<file path="config.mk">
export PLATFORM = sky130hd
export DESIGN_NAME = cpld_pid_regfile
export DESIGN_NICKNAME = d
export VERILOG_FILES = /design/src/rtl/cpld_pid_regfile.sv
export SDC_FILE = /design/constraint.sdc
export NUM_CORES = 1
export LEC_CHECK = 0
export ABC_CLOCK_PERIOD_IN_PS = 2950
export BUFFER_PORTS_ARGS = -buffer_cell sky130_fd_sc_hd__buf_2
export CAP_MARGIN = 0
export CORE_ASPECT_RATIO = 2
export CORE_MARGIN = 1.5
export CORE_UTILIZATION = 55
export DETAILED_ROUTE_END_ITERATION = 10
export HOLD_SLACK_MARGIN = 0.06
export PLACE_DENSITY_LB_ADDON = 0.1
export SLEW_MARGIN = 20
export SYNTH_ARGS = -nofsm -noshare
export SYNTH_HDL_FRONTEND = slang
export SYNTH_SLANG_ARGS = --single-unit
</file>
<file path="constraint.sdc">
create_clock -name clk -period 2.95 [get_ports clk]
set_input_delay 0.59 -clock clk [delete_from_list [all_inputs] [get_ports clk]]
set_output_delay 0.59 -clock clk [all_outputs]
set_load 0.02 [all_outputs]
</file>
<file path="src/rtl/cpld_pid_regfile.sv">
// rtl/cpld_pid_regfile.sv - PC104 register file for double-buffered PID gains and mode selects
module cpld_pid_regfile #(
    parameter int DATA_W = 8,
    parameter int NCH    = 2,
    parameter int ADDR_W = 4
) (
    input  logic                  clk,
    input  logic                  rst,
    input  logic [ADDR_W-1:0]     bus_addr,
    input  logic [DATA_W-1:0]     bus_din,
    input  logic                  bus_wr_n,
    input  logic                  bus_rd_n,
    output logic [DATA_W-1:0]     bus_dout,
    output logic                  bus_oe,
    output logic [NCH*DATA_W-1:0] pid_gain,
    output logic                  mode_stm,
    output logic                  mode_afm_tp,
    output logic                  mode_afm_cn,
    output logic                  upd_pulse
);

    localparam logic [ADDR_W-1:0] ADDR_MODE   = ADDR_W'(4'hC);
    localparam logic [ADDR_W-1:0] ADDR_COMMIT = ADDR_W'(4'hD);
    localparam logic [ADDR_W-1:0] ADDR_STATUS = ADDR_W'(4'hE);
    localparam logic [ADDR_W-1:0] ADDR_CLRERR = ADDR_W'(4'hF);

    // wr_s[0], wr_s[1] are the synchronizer stages, wr_s[2] is the edge-detect history
    logic [2:0]        wr_s;
    logic [ADDR_W-1:0] addr_s1, addr_s2;
    logic [DATA_W-1:0] din_s1, din_s2;
    logic              wr_rise;

    logic              wr_stb;
    logic [ADDR_W-1:0] wr_addr_q;
    logic [DATA_W-1:0] wr_data_q;

    logic [NCH-1:0][DATA_W-1:0] shadow;
    logic [NCH-1:0][DATA_W-1:0] active;
    logic [2:0]                 mode;
    logic                       err;
    logic                       pending;
    logic                       mode_ok;

    assign wr_rise = wr_s[1] & ~wr_s[2];

    always_ff @(posedge clk or posedge rst) begin
        if (rst) begin
            wr_s      <= 3'b111;
            addr_s1   <= '0;
            addr_s2   <= '0;
            din_s1    <= '0;
            din_s2    <= '0;
            wr_stb    <= 1'b0;
            wr_addr_q <= '0;
            wr_data_q <= '0;
        end else begin
            wr_s    <= {wr_s[1:0], bus_wr_n};
            addr_s1 <= bus_addr;
            addr_s2 <= addr_s1;
            din_s1  <= bus_din;
            din_s2  <= din_s1;
            // One extra register stage so the target lands on the third edge after sampling
            wr_stb  <= wr_rise;
            if (wr_rise) begin
                wr_addr_q <= addr_s2;
                wr_data_q <= din_s2;
            end
        end
    end

    always_comb begin
        mode_ok = 1'b0;
        case (wr_data_q[2:0])
            3'b000, 3'b001, 3'b010, 3'b100: mode_ok = 1'b1;
            default:                        mode_ok = 1'b0;
        endcase
    end

    always_ff @(posedge clk or posedge rst) begin
        if (rst) begin
            shadow      <= '0;
            active      <= '0;
            mode        <= 3'b000;
            mode_stm    <= 1'b0;
            mode_afm_tp <= 1'b0;
            mode_afm_cn <= 1'b0;
            err         <= 1'b0;
            pending     <= 1'b0;
            upd_pulse   <= 1'b0;
        end else begin
            upd_pulse <= 1'b0;
            if (wr_stb) begin
                for (int k = 0; k < NCH; k++) begin
                    if (wr_addr_q == ADDR_W'(k)) begin
                        shadow[k] <= wr_data_q;
                        pending   <= 1'b1;
                    end
                end
                if (wr_addr_q == ADDR_MODE) begin
                    if (mode_ok) begin
                        mode        <= wr_data_q[2:0];
                        mode_stm    <= (wr_data_q[2:0] == 3'b001);
                        mode_afm_tp <= (wr_data_q[2:0] == 3'b010);
                        mode_afm_cn <= (wr_data_q[2:0] == 3'b100);
                    end else begin
                        err <= 1'b1;
                    end
                end
                if (wr_addr_q == ADDR_COMMIT) begin
                    active    <= shadow;
                    pending   <= 1'b0;
                    upd_pulse <= 1'b1;
                end
                if (wr_addr_q == ADDR_CLRERR) begin
                    err <= 1'b0;
                end
            end
        end
    end

    assign pid_gain = active;
    assign bus_oe   = ~bus_rd_n;

    always_comb begin
        bus_dout = '0;
        if (!bus_rd_n) begin
            for (int k = 0; k < NCH; k++) begin
                if (bus_addr == ADDR_W'(k)) begin
                    bus_dout = shadow[k];
                end
            end
            if (bus_addr == ADDR_MODE) begin
                bus_dout = DATA_W'(mode);
            end
            if (bus_addr == ADDR_STATUS) begin
                bus_dout = DATA_W'({err, pending, mode});
            end
        end
    end

endmodule

</file>
# Yosys cells after proc, flatten, opt, wreduce, memory -nomap -nowiden
# Index checks and enable logic that the tools add are counted.
dict set report word_totals {
  ff_bits 81
  elab_cells 59
  in_bits 16
  output_inout_bits 29
}
dict set report op_classes {
  muxes 14
  n_bitwise 3
  n_reduce_logical 12
  eq_ne 11
}
# cell count
set op_table {}
lappend op_table {{8-bit two-way mux} 5}
lappend op_table {{4-bit equality test, second input constant} 5}
lappend op_table {{1-bit two-way mux} 9}
lappend op_table {{4-bit by 1-bit equality test with 1-bit output, second input constant} 2}
lappend op_table {{4-bit logical NOT} 2}
lappend op_table {{2-bit AND reduction} 4}
lappend op_table {{3-bit AND reduction} 2}
lappend op_table {{4-bit OR reduction} 1}
lappend op_table {{3-bit by 1-bit equality test with 1-bit output, second input constant} 1}
lappend op_table {{3-bit by 2-bit equality test with 1-bit output, second input constant} 1}
lappend op_table {{3-bit equality test, second input constant} 1}
lappend op_table {{3-bit logical NOT} 1}
lappend op_table {{3-bit nonzero test} 1}
lappend op_table {{2-bit by 1-bit inequality test with 1-bit output, second input constant} 1}
lappend op_table {{1-bit NOT} 2}
lappend op_table {{2-bit nonzero test} 1}
lappend op_table {{1-bit bitwise AND} 1}

# Depth between registers and ports, before layout
dict set report depth {
  ltp_word 6
  mapped_depth 4
  mapped_depth_nobuf 3
}

# Worst setup path before layout
# OpenSTA, ideal clock, no wires.
dict set report synth_path {
  path_kind {input to output}
  from {in bus_addr[3]}
  to {out bus_dout[0]}
  n_path_buf 1
  stages 3
  path_slack_ns 0.594
  arrival_time_ns 1.766
  t_required_ns 2.360
  path_cell_list {or4_1 -> clkbuf_1 -> o21ai_0}
}
dict set report synth_via {
  elab_chain_len 6
  word_cells_on_any_way 9
  cone_classes {eq/ne (3); mux (5); reduce/logical (1)}
}
# item line
set synth_lines {}
lappend synth_lines {{start: declaration} 9} ;# input logic [ADDR_W-1:0] bus_addr,
lappend synth_lines {{4-bit logical NOT} 128} ;# if (bus_addr == ADDR_W'(k)) begin
lappend synth_lines {{8-bit two-way mux (2 in a row)} 128}
lappend synth_lines {{8-bit two-way mux} 132} ;# if (bus_addr == ADDR_MODE) begin
lappend synth_lines {{8-bit two-way mux *} 135} ;# if (bus_addr == ADDR_STATUS) begin
lappend synth_lines {{8-bit two-way mux *} 126} ;# if (!bus_rd_n) begin
lappend synth_lines {{end: declaration} 13} ;# output logic [DATA_W-1:0] bus_dout,
# Mark *: on every way between the ends. The rest lies on a longest branch, timed or not.

# Worst setup path in the final report
dict set report layout_path {
  from {in bus_addr[3]}
  to {out bus_dout[3]}
}
# The elaborated chain is that of the path after synthesis.

==> impl_metrics.toml <==
[global_routing]
grt_overflow = 0
grt_pass1_wl_um = 8740
grtUsageTotal = 0.193
antenna_found_initial = 0
grt_pass1_vias = 1780
grt_max_degree = 54

[drt]
drtPass1Iterations = 3
antenna_left = 0
drtIter0Drc = 32
wl_um = 5220
viasPerCell = 5.57
vias = 1737
avgRoutedWirePerCell_um = 16.7
drc = 0

[timing]
slew_headroom = 0.664
finClkSkew_ns = 0.00868
finalCritPeriodShare = 0.822
fmax_mhz = 412
fin_tns_setup_ns = 0
period_needed_ns = 2.42
slew_violations = 0
setup_slack_ns = 0.525
tightest_slew_ns = 0.504
setup_violations = 0
holdWs_ns = 0.258
finalHoldViolCount = 0
rsz0062_at_grt = "no"

[finish]
post_route_cells_drive_above_1_share = 0.472
diodes = 0
final_util = 0.658
fin_area_mm2 = 0.00360
nFillCells = 418
mostFrequentLayoutCells = "dfrtp_1 (78), buf_2 (44), mux2_2 (27)"
regArea_mm2 = 0.00203
fin_cells = 312
multiInputGateArea_mm2 = 0.00102
layout_commonest_cell = "dfrtp_1"
nets = 263
area_growth_pct = 15.0

[clock_network]
postCtsHoldBufs = 0
htreeDepth = 3
cts_buffers = 9
clkSlewWorstSetupHoldPaths_ns = 0.07
cts.path.max_buffers = 2
clock_latency_ns = 0.34
post_cts_buffers = 0
cts_resized = 0
cts.sinks = 81
cts_tree = "yes"
root_buffer = "clkbuf_8"

[setup_path]
crit_slowest_cell = "or4_1"
cp-endpoint = "bus_dout[3]"
rr_worst_depth = 3
cpMostUsedCell = "buf_2"
worstPathCellList = "buf_2 -> or4_1 -> o21ai_0 -> buf_2"
worstPathArrival_ns = 1.83
worstSetupStartpoint = "bus_addr[3]"
reg2reg_from = "wr_s[1]$_DFF_PP1_"
cp_max_fo = 8
crit_required_ns = 2.36
reg2reg_slack_ns = 1.35
cp-start-kind = "input pin"
r2r-end = "wr_data_q[5]$_DFFE_PP0P_"
crit_path_max_incr_delay_ns = 0.72
crit_type = "input pin to primary output"
end_kind = "primary output"

[min_path]
hp-class = "input pin to asynchronous set/reset pin"

[synth]
yosys_warnings = 0
synth.avg_cell_area_um2 = 15.7
synthCells = 199
seq_area_frac_synth = 0.649
synth_nets = 215
synth.ff_latch_count = 81
synthDistinctLibCells = 36
netlist_area_mm2 = 0.00313

[pwr]
peakVddDrop_mv = 0.754
finalPower_mw = 2.86
p_leak_nw = 1.76
p_per_area_mw_per_mm2 = 796

[die]
rows = 38
ios = 45
die_h_um = 110
dieArea_mm2 = 0.00617
floorplan.core_area_mm2 = 0.00547
die_w_um = 56.3
initial_utilization = 0.572

[placed_design]
routabilityCongestion = 0.764
place_inst = 296
dp_hpwl_um = 3600
pre_cts_ws_ns = 0.510
dpl_cell_area_mm2 = 0.00339
io_buffers = 44

[run]
maxCapViolations = 0

[status]
status = "completed"
synth_stat cells, drive strengths merged:
cell type / instances / share of area
inv: 4 / 0.0048
maj3: 1 / 0.0032
and3: 1 / 0.0024
dfstp: 3 / 0.025
nor2b: 1 / 0.0020
nand3: 5 / 0.012
and4bb: 1 / 0.0040
a21o: 4 / 0.0096
nand2b: 2 / 0.0088
a22o: 4 / 0.011
clkbuf: 3 / 0.0036
o21ai: 6 / 0.0096
nor2: 7 / 0.014
mux2: 44 / 0.18
nand2: 9 / 0.012
a21oi: 1 / 0.0016
or4: 1 / 0.0024
mux2i: 8 / 0.026
nor3b: 2 / 0.0084
nand4: 1 / 0.0020
buf: 6 / 0.017
nor4: 2 / 0.0040
a31oi: 2 / 0.0040
o211ai: 2 / 0.0048
a2111oi: 1 / 0.0048
dfrtp: 78 / 0.62
state kept, by name (all words and copies together) (netlist names):
register,flops
din_s1,8
wr_addr_q,4
mode,3
pending,1
mode_afm_cn,1
mode_stm,1
addr_s2,4
addr_s1,4
err,1
din_s2,8
upd_pulse,1
mode_afm_tp,1
wr_s,3
wr_stb,1
pid_gain,16
shadow,16
wr_data_q,8
critical path: cells and delay by family:
family          cells  cell delay [ns]
compound gates      1             0.23
buf+inv             2             0.30
simple gates        1             0.72
worst min-delay path by stage:
stage,from,endpoint,slack [ns],depth (start not counted)
global placement,din_s1[6]$_DFF_PP0_,din_s2[6]$_DFF_PP0_,0.33,0
CTS,rst,pid_gain[7]$_DFFE_PP0P_,0.24,2
floorplan,addr_s1[0]$_DFF_PP0_,addr_s2[0]$_DFF_PP0_,0.33,0
finish,rst,din_s2[7]$_DFF_PP0_,0.26,2
global route,rst,pid_gain[7]$_DFFE_PP0P_,0.30,2
detailed placement,din_s1[6]$_DFF_PP0_,din_s2[6]$_DFF_PP0_,0.33,0
kinds of logic after synthesis:
kind of cell | share of synthesized area
buf+inv | 0.0252
compound gates | 0.0456
mux | 0.204
simple gates | 0.0720
fa+ha+maj | 0.00320
flops | 0.649
where the power goes:
part / switching [mW] / internal (mW)
Clock: 0.372 / 0.472
Combinational: 0.234 / 0.289
Sequential: 0.171 / 1.33
Total: 0.777 / 2.09
layout make-up:
| class | instances | area share |
|---|---|---|
| sequential | 81 | 0.565 |
| inverter | 4 | 0.00452 |
| multi-input combinational | 105 | 0.283 |
| clock inverter | 6 | 0.0230 |
| tap | 60 | 0.0209 |
| clock buffer | 10 | 0.0355 |
| timing repair buffer | 46 | 0.0689 |
routing by layer:
metal  up-vias  GRT usage  part of all wire
li1        801          -                 -
met2        36      0.313              0.54
met5         -          0                 0
met3         9     0.0388             0.027
met4         0      0.102             0.021
met1       891      0.243              0.42
Note: power is estimated with default switching activity, not from simulation.
